**config.mk**
```make
export PLATFORM = sky130hd
export DESIGN_NAME = sap_1_controller_sequencer
export DESIGN_NICKNAME = d
export VERILOG_FILES = /design/src/rtl/sap_1_controller_sequencer.sv
export SDC_FILE = /design/constraint.sdc
export NUM_CORES = 1
export LEC_CHECK = 0
export ABC_AREA = 0
export CORE_AREA = 2 2 42 44
export DETAILED_ROUTE_END_ITERATION = 7
export DIE_AREA = 0 0 44 46
export PLACE_DENSITY = 0.72
export SYNTH_ARGS = -nofsm -noshare
export SYNTH_HDL_FRONTEND = slang
export SYNTH_SLANG_ARGS = --single-unit
```
**constraint.sdc**
```tcl
create_clock -name Clk -period 2.3 [get_ports Clk]
set_input_delay 0.46 -clock Clk [delete_from_list [all_inputs] [get_ports Clk]]
set_output_delay 0.46 -clock Clk [all_outputs]
set_load 0.01 [all_outputs]
```
**src/rtl/sap_1_controller_sequencer.sv**
```systemverilog
// -----------------------------------------------------------------------------
// sap_1_controller_sequencer
//
// Controller-sequencer for the SAP-1 datapath. A six-state ring counter
// (T1..T6) walks through the fetch and execute phases. The block decodes the
// 4-bit opcode into the 12-bit control word. State advances on the falling
// edge of Clk, so Con has settled by every rising edge, where the datapath
// registers load.
//
// Ports
//   Clk    in   1   system clock (sequencer updates on the falling edge)
//   Clr    in   1   synchronous active-high reset, sampled on the falling edge
//   Instr  in   4   opcode from the upper nibble of the instruction register
//   Con    out 12   {Cp, Ep, LMbar, CEbar, LIbar, EIbar, LAbar, Ea, Su, Eu,
//                    LBbar, LObar}, bit 11 = Cp
//   T      out  6   one-hot ring state, T[0] = T1 .. T[5] = T6, zero in HALT
//   Hlt    out  1   high only while halted
// -----------------------------------------------------------------------------
module sap_1_controller_sequencer (
    input  logic        Clk,
    input  logic        Clr,
    input  logic [3:0]  Instr,
    output logic [11:0] Con,
    output logic [5:0]  T,
    output logic        Hlt
);

    // One-hot state: bits 5:0 are the ring T1..T6, bit 6 is HALT.
    localparam logic [6:0] S_T1   = 7'b000_0001;
    localparam logic [6:0] S_T2   = 7'b000_0010;
    localparam logic [6:0] S_T3   = 7'b000_0100;
    localparam logic [6:0] S_T4   = 7'b000_1000;
    localparam logic [6:0] S_T5   = 7'b001_0000;
    localparam logic [6:0] S_T6   = 7'b010_0000;
    localparam logic [6:0] S_HALT = 7'b100_0000;

    localparam logic [3:0] OP_LDA = 4'b0000;
    localparam logic [3:0] OP_ADD = 4'b0001;
    localparam logic [3:0] OP_SUB = 4'b0010;
    localparam logic [3:0] OP_OUT = 4'b1110;
    localparam logic [3:0] OP_HLT = 4'b1111;

    // Control words. NOP keeps every active-low strobe high and every
    // active-high control low, so no register loads and no bus driver is on.
    localparam logic [11:0] CON_NOP     = 12'h3E3;
    localparam logic [11:0] CON_FETCH1  = 12'h5E3;  // Ep, LMbar
    localparam logic [11:0] CON_FETCH2  = 12'hBE3;  // Cp
    localparam logic [11:0] CON_FETCH3  = 12'h263;  // CEbar, LIbar
    localparam logic [11:0] CON_IR_MAR  = 12'h1A3;  // EIbar, LMbar
    localparam logic [11:0] CON_RAM_A   = 12'h2C3;  // CEbar, LAbar
    localparam logic [11:0] CON_RAM_B   = 12'h2E1;  // CEbar, LBbar
    localparam logic [11:0] CON_ADD_A   = 12'h3C7;  // Eu, LAbar
    localparam logic [11:0] CON_SUB_A   = 12'h3CF;  // Su, Eu, LAbar
    localparam logic [11:0] CON_A_OUT   = 12'h3F2;  // Ea, LObar

    logic [6:0] state_q;
    logic [6:0] state_d;

    // State register: falling-edge update so Con is settled for the
    // datapath's rising-edge loads. Clr overrides every transition.
    always_ff @(negedge Clk) begin
        if (Clr) begin
            state_q <= S_T1;
        end else begin
            state_q <= state_d;
        end
    end

    // Next-state logic. Any encoding that is not one-hot falls back to T1.
    always_comb begin
        state_d = S_T1;
        case (state_q)
            S_T1:    state_d = S_T2;
            S_T2:    state_d = S_T3;
            S_T3:    state_d = S_T4;
            S_T4:    state_d = (Instr == OP_HLT) ? S_HALT : S_T5;
            S_T5:    state_d = S_T6;
            S_T6:    state_d = S_T1;
            S_HALT:  state_d = S_HALT;
            default: state_d = S_T1;
        endcase
    end

    // Output logic. Instr only matters in T4..T6, so IR glitches during the
    // fetch phase cannot reach Con.
    always_comb begin
        Con = CON_NOP;
        T   = state_q[5:0];
        Hlt = 1'b0;
        case (state_q)
            S_T1: Con = CON_FETCH1;
            S_T2: Con = CON_FETCH2;
            S_T3: Con = CON_FETCH3;
            S_T4: begin
                case (Instr)
                    OP_LDA, OP_ADD, OP_SUB: Con = CON_IR_MAR;
                    OP_OUT:                 Con = CON_A_OUT;
                    default:                Con = CON_NOP;
                endcase
            end
            S_T5: begin
                case (Instr)
                    OP_LDA:         Con = CON_RAM_A;
                    OP_ADD, OP_SUB: Con = CON_RAM_B;
                    default:        Con = CON_NOP;
                endcase
            end
            S_T6: begin
                case (Instr)
                    OP_ADD:  Con = CON_ADD_A;
                    OP_SUB:  Con = CON_SUB_A;
                    default: Con = CON_NOP;
                endcase
            end
            S_HALT: begin
                T   = 6'b00_0000;
                Hlt = 1'b1;
            end
            default: begin
                // Unreachable illegal encoding: issue NOP until the next
                // falling edge restores T1.
                Con = CON_NOP;
            end
        endcase
    end

endmodule

```
==> flow_summary.ini, run 1 <==
[finish]
fin_nets = 145
final_util_pct = 77.0
top_register = state_q
area_growth_pct = 115
largest_reg_flops = 7
reg_top3 = state_q x7
antenna_cells = 0
layout.cells.non_filler = 155
drive_gt1_share_pct = 65.9

[timing]
worst_pin_slew_ns = 0.330
setup_ws_ns = -1.27
slew_violations = 0
fin_setup_tns_ns = -14.12
max-slew-margin-rel_pct = 77.8
hold_viol_final = 0
whs_ns = 0.591
rsz0062_at_grt = yes
fin_worst_skew_ns = 0.00862
setup_viol = 19

[logic_synthesis]
synth_compound_area_share_pct = 9.96
ys_types = 35
synth_area_um2 = 578
async_flop_share_pct = 0
yosysMostFrequentCell = nor3_1
synth_top_area_cell = dfxtp_1
yosys.area_share.simple_pct = 48.5
synth_common_cells = nor3_1, clkbuf_1, dfxtp_1, nor2_1, inv_1
synth_top_family_by_area = simple AND/OR/NAND/NOR gates
synth_edf_count = 0
yosysTopAreaCellShare_pct = 24.2
synth_seq_area_share_pct = 24.2
synthesis.nets = 86
synthXorXnorAreaFrac_pct = 3.03
synth_area_per_cell_um2 = 7.23
yosys-mux-area-fraction_pct = 0
ys.flop_type = dfxtp_1
yosysWarnings = 0
yosys.area_share.adder_pct = 0
synth_area_leaders = dfxtp_1, nor3_1, clkbuf_1, nor4_1, nor2_1
ys_ff_latch = 7
synthCells = 80

[cts]
clk_pin_slew_ns = 0.04
cts_root_buf = clkbuf_4
htreeDepth = 1
clockBufferDepth = 2
cts_tree = built
clkLatencyLatePin_ns = 0.32
cts_sinks = 7
numCtsBuffers = 3

[route]
wl_per_cell_um = 13.7
ant_nets = 0
finalWirelength_um = 2120
drt_first_iter_violations = 11
wl_met1_um = 921
dr.pass1.iters = 4
post-route-drc-count = 0
dr_wl_met2_um = 1070
routed.top_layer = met4
detailroute.wirelength.met3_um = 116
vias = 812
via_per_inst = 5.24

[power]
powerDensity_nw_per_um2 = 436
irDropWorstVdd_v = 0.000220
leakagePower_nw = 0.584

[critical_path]
cp_cell_sequence = nor3_4 > nand2b_2 > or4_4 > or4_4 > buf_6
crit_slowest_cell = or4_4
worst-path-buf-inv = 1
worstPathRequired_ns = 1.84
reg2reg_depth = 6
cp.arrival_ns = 3.11
cp.depth = 5
cp_common_cell = or4_4
slowest_delay_ns = 0.44
crit_fanout = 3
crit_start = state_q[3]$_SDFF_NP0_
timing.rr.start = state_q[1]$_SDFF_NP0_
end_kind = output port
reg2reg_setup_slack_ns = 0.67
crit_family = simple AND/OR/NAND/NOR gates
r2r-end = state_q[0]$_SDFF_NP1_
crit_path_end = Con[1]
cp-start-kind = flop
crit_type = flop to output port

[placement]
port_buffers = 24
dp_hpwl_um = 1340
dp_cells = 133
gp_congestion = 0.822

[floorplan]
num_rows = 15
initial_utilization_pct = 35.8
ios = 25
die_area_um2 = 2020
die_w_um = 44
core_area_um2 = 1610
die_h_um = 46

[run]
maxCapViolations = 0

[worst_hold_path]
hold_path.class = flop to flop

[grt]
grt.overflow.total = 0
grt_pass1_vias = 753
grt_pass1_wl_um = 3190
grt_max_degree = 11
grtUsageTotal_pct = 21.5
grt_antenna_before_repair = 0

[run_status]
violations = setup timing
outcome = complete, but fails checks
tightest hold or removal path: stages (launching register included):
cell and delay (ns):
dfxtp_4 0.35, buf_6 0.12, nand2_1 0.05, nor3_1 0.04
worst min path at each step:
stage,start,endpoint,cells past startpoint
floorplan,state_q[0]$_SDFF_NP1_,state_q[6]$_SDFF_NP0_,2
global placement,state_q[4]$_SDFF_NP0_,state_q[5]$_SDFF_NP0_,3
detailed placement,state_q[4]$_SDFF_NP0_,state_q[5]$_SDFF_NP0_,3
CTS,state_q[4]$_SDFF_NP0_,state_q[5]$_SDFF_NP0_,3
global route,state_q[2]$_SDFF_NP0_,state_q[1]$_SDFF_NP0_,2
finish,state_q[4]$_SDFF_NP0_,state_q[5]$_SDFF_NP0_,3
placed cells by master (no fill, tap or decap), drive strengths merged, types with 4 or more instances in the layout:
master	n
and3	4
buf	56
dfxtp	7
dlygate4sd2	4
inv	12
nor2	6
nor3	12
nor4	4
repair_timing:
item | in CTS | in global routing
setup endpoints to repair | 23 | 19
gates cloned | 0 | 0
buffers inserted | 4 | 10
resized for setup | 117 | 19
hold buffers | 0 | 0
pin swaps | 9 | 5
metal layers:
layer / vias up / track usage (%)
met2: 27 / 38.8
met4: 0 / 7.27
li1: 399 / -
met5: - / 0
met1: 383 / 24.8
met3: 3 / 4.76
metrics by stage:
step | power, mW | cell area [um2] | setup WS [ns]
2_1_floorplan | 0.259 | 643 | -0.861
3_3_place_gp | 0.340 | 998 | -1.24
3_5_place_dp | 0.342 | 998 | -1.26
4_1_cts | 0.510 | 1120 | -1.24
5_1_grt | 0.584 | 1240 | -1.31
6_report | 0.541 | 1240 | -1.27
logic make-up after synthesis:
kind of cell,after synthesis
and+or+nand+nor,45
xor gates and xnor gates,2
buffers and inverters,17
DFF,7
AOI/OAI and AO/OA,9
where the power goes:
group	switching, mW	internal (mW)	total (mW)
Sequential	0.0104	0.130	0.141
Clock	0.0834	0.0787	0.162
Combinational	0.100	0.138	0.239
layout make-up:
class,instances,area [um2]
inverter,4,15.0
timing repair buffer,60,532
fill,113,372
clock buffer,3,22.5
clock inverter,8,30.0
tap,17,21.3
multi-input combinational,56,465
sequential,7,156
(Power assumes the default switching activity.)
==> inputs of run 2 (changes only) <==
--- a/config.mk
+++ b/config.mk
@@ -7,9 +7,11 @@
 export LEC_CHECK = 0
 export ABC_AREA = 0
 export CORE_AREA = 2 2 42 44
+export CTS_CLUSTER_SIZE = 12
 export DETAILED_ROUTE_END_ITERATION = 7
 export DIE_AREA = 0 0 44 46
-export PLACE_DENSITY = 0.72
+export DONT_BUFFER_PORTS = 1
+export PLACE_DENSITY_LB_ADDON = 0.12
 export SYNTH_ARGS = -nofsm -noshare
 export SYNTH_HDL_FRONTEND = slang
 export SYNTH_SLANG_ARGS = --single-unit
==> run 2 against run 1 <==
Against the previous run: the flow still finishes with violations (setup timing); via count fell by 17%; die area unchanged; core utilization decreased by 18 points; routed wire length decreased by 11%; total power shrank 14%; combinational power shrank 33%; critical path depth shrank 1; global-route usage decreased by 1.8 points; non-clock buffer count shrank 34; first-iteration DRC count decreased by 27%; final cell count decreased by 22%; final area shrank 23%; critical endpoint unchanged; largest cell class is now multi-input gates; highest routed layer unchanged.
==> flow_summary.ini, run 2 (same netlist as run 1, synthesis figures left out) <==
[run_status]
outcome = complete, but fails checks
violations = setup timing

[grt]
grt_antenna_before_repair = 0
grt.overflow.total = 0
grt_pass1_wl_um = 2900
grtUsageTotal_pct = 19.6
grt_max_degree = 11
grt_pass1_vias = 659

[finish]
drive_gt1_share_pct = 58.7
reg_top3 = state_q x7
top_register = state_q
layout_commonest_cell = buf_4
fin_nets = 111
largest_reg_flops = 7
layout.cells.non_filler = 121
antenna_cells = 0
final_util_pct = 59.2
final_cell_mix = buf_4, inv_1, buf_6
area_growth_pct = 65.4

[cts]
numCtsBuffers = 3
cts_root_buf = clkbuf_4
htreeDepth = 1
clockBufferDepth = 2
cts_sinks = 7
clk_pin_slew_ns = 0.04
clkLatencyLatePin_ns = 0.33
cts_tree = built

[worst_hold_path]
hold_path.class = flop to flop
min_delay_path_depth = 2
hp-start = state_q[2]$_SDFF_NP0_
hold_path_end = state_q[5]$_SDFF_NP0_

[floorplan]
die_area_um2 = 2020
die_h_um = 46
die_w_um = 44
core_area_um2 = 1610
num_rows = 15
ios = 25
initial_utilization_pct = 35.8

[route]
post-route-drc-count = 0
via_per_inst = 5.55
ant_nets = 0
drt_first_iter_violations = 8
dr.pass1.iters = 4
vias = 671
finalWirelength_um = 1900
wl_per_cell_um = 15.7

[timing]
max-slew-margin-rel_pct = 80.6
fin_worst_skew_ns = 0.0102
setup_ws_ns = -1.12
setup_viol = 19
hold_viol_final = 0
rsz0062_at_grt = yes
whs_ns = 0.591
worst_pin_slew_ns = 0.288
slew_violations = 0
fin_setup_tns_ns = -11.80

[placement]
port_buffers = 0
dp_cells = 104
dp_hpwl_um = 1250
gp_congestion = 0.812

[critical_path]
reg2reg_setup_slack_ns = 0.76
worstPathRequired_ns = 1.84
crit_type = flop to output port
reg2reg_depth = 6
crit_fanout = 4
cp.arrival_ns = 2.96
cp-start-kind = flop
timing.rr.start = state_q[3]$_SDFF_NP0_
end_kind = output port
r2r-end = state_q[0]$_SDFF_NP1_

[power]
irDropWorstVdd_v = 0.000269
powerDensity_nw_per_um2 = 488
leakagePower_nw = 0.401
p_total_mw = 0.466

[run]
maxCapViolations = 0
run 2: worst max-delay path by stage:
stage	start	end	slack, ns	depth (start not counted)
after global placement	state_q[3]$_SDFF_NP0_	Con[1]	-0.80	4
after global routing	state_q[1]$_SDFF_NP0_	Con[3]	-1.19	5
after floorplan	state_q[0]$_SDFF_NP1_	Con[1]	-0.86	5
after detailed placement	state_q[3]$_SDFF_NP0_	Con[1]	-0.80	4
final	state_q[1]$_SDFF_NP0_	Con[1]	-1.12	4
after CTS	state_q[1]$_SDFF_NP0_	Con[1]	-1.12	4
run 2: final cells by class:
cell class,instances,area [um2]
Clock buffer,3,22.5
Clock inverter,8,30.0
Fill cell,163,658
Inverter,4,15.0
Multi-Input combinational cell,56,469
Sequential cell,7,156
Tap cell,17,21.3
Timing Repair Buffer,26,241
run 2: routing by layer:
metal	wire [um]	GRT usage [%]	part of all wire, %	vias up
li1	-	-	-	325
met1	782	22.8	41	318
met2	974	32.9	51	26
met3	129	7.54	6.8	2
met4	11	6.67	0.58	0
met5	0	0	0	-
run 2: power breakdown:
part           switching, mW  internal (mW)  total, mW
logic                 0.0797         0.0809      0.161
registers            0.00945          0.128      0.138
clock network         0.0888         0.0789      0.168
total                  0.178          0.288      0.466
run 2: worst max-delay path, stage by stage, from the launching register on:
cell and delay, ns:
dfxtp_2 0.32, nor3_4 0.19, nand2b_2 0.08, or4_4 0.44
or4_4 0.45
run 2: repair_timing:
| item | 4_1_cts | 5_1_grt |
|---|---|---|
| setup endpoints to repair | 19 | 19 |
| hold buffers | 0 | 0 |
| gates cloned | 1 | 0 |
| gates resized for setup | 28 | 11 |
| pin swaps | 11 | 7 |
| buffers inserted | 3 | 4 |
run 2: stage by stage:
step	setup slack (ns)	instance area, um2
finish	-1.12	956
global route	-1.19	956
CTS	-1.12	896
detailed placement	-0.796	721
global placement	-0.797	721
floorplan	-0.861	643
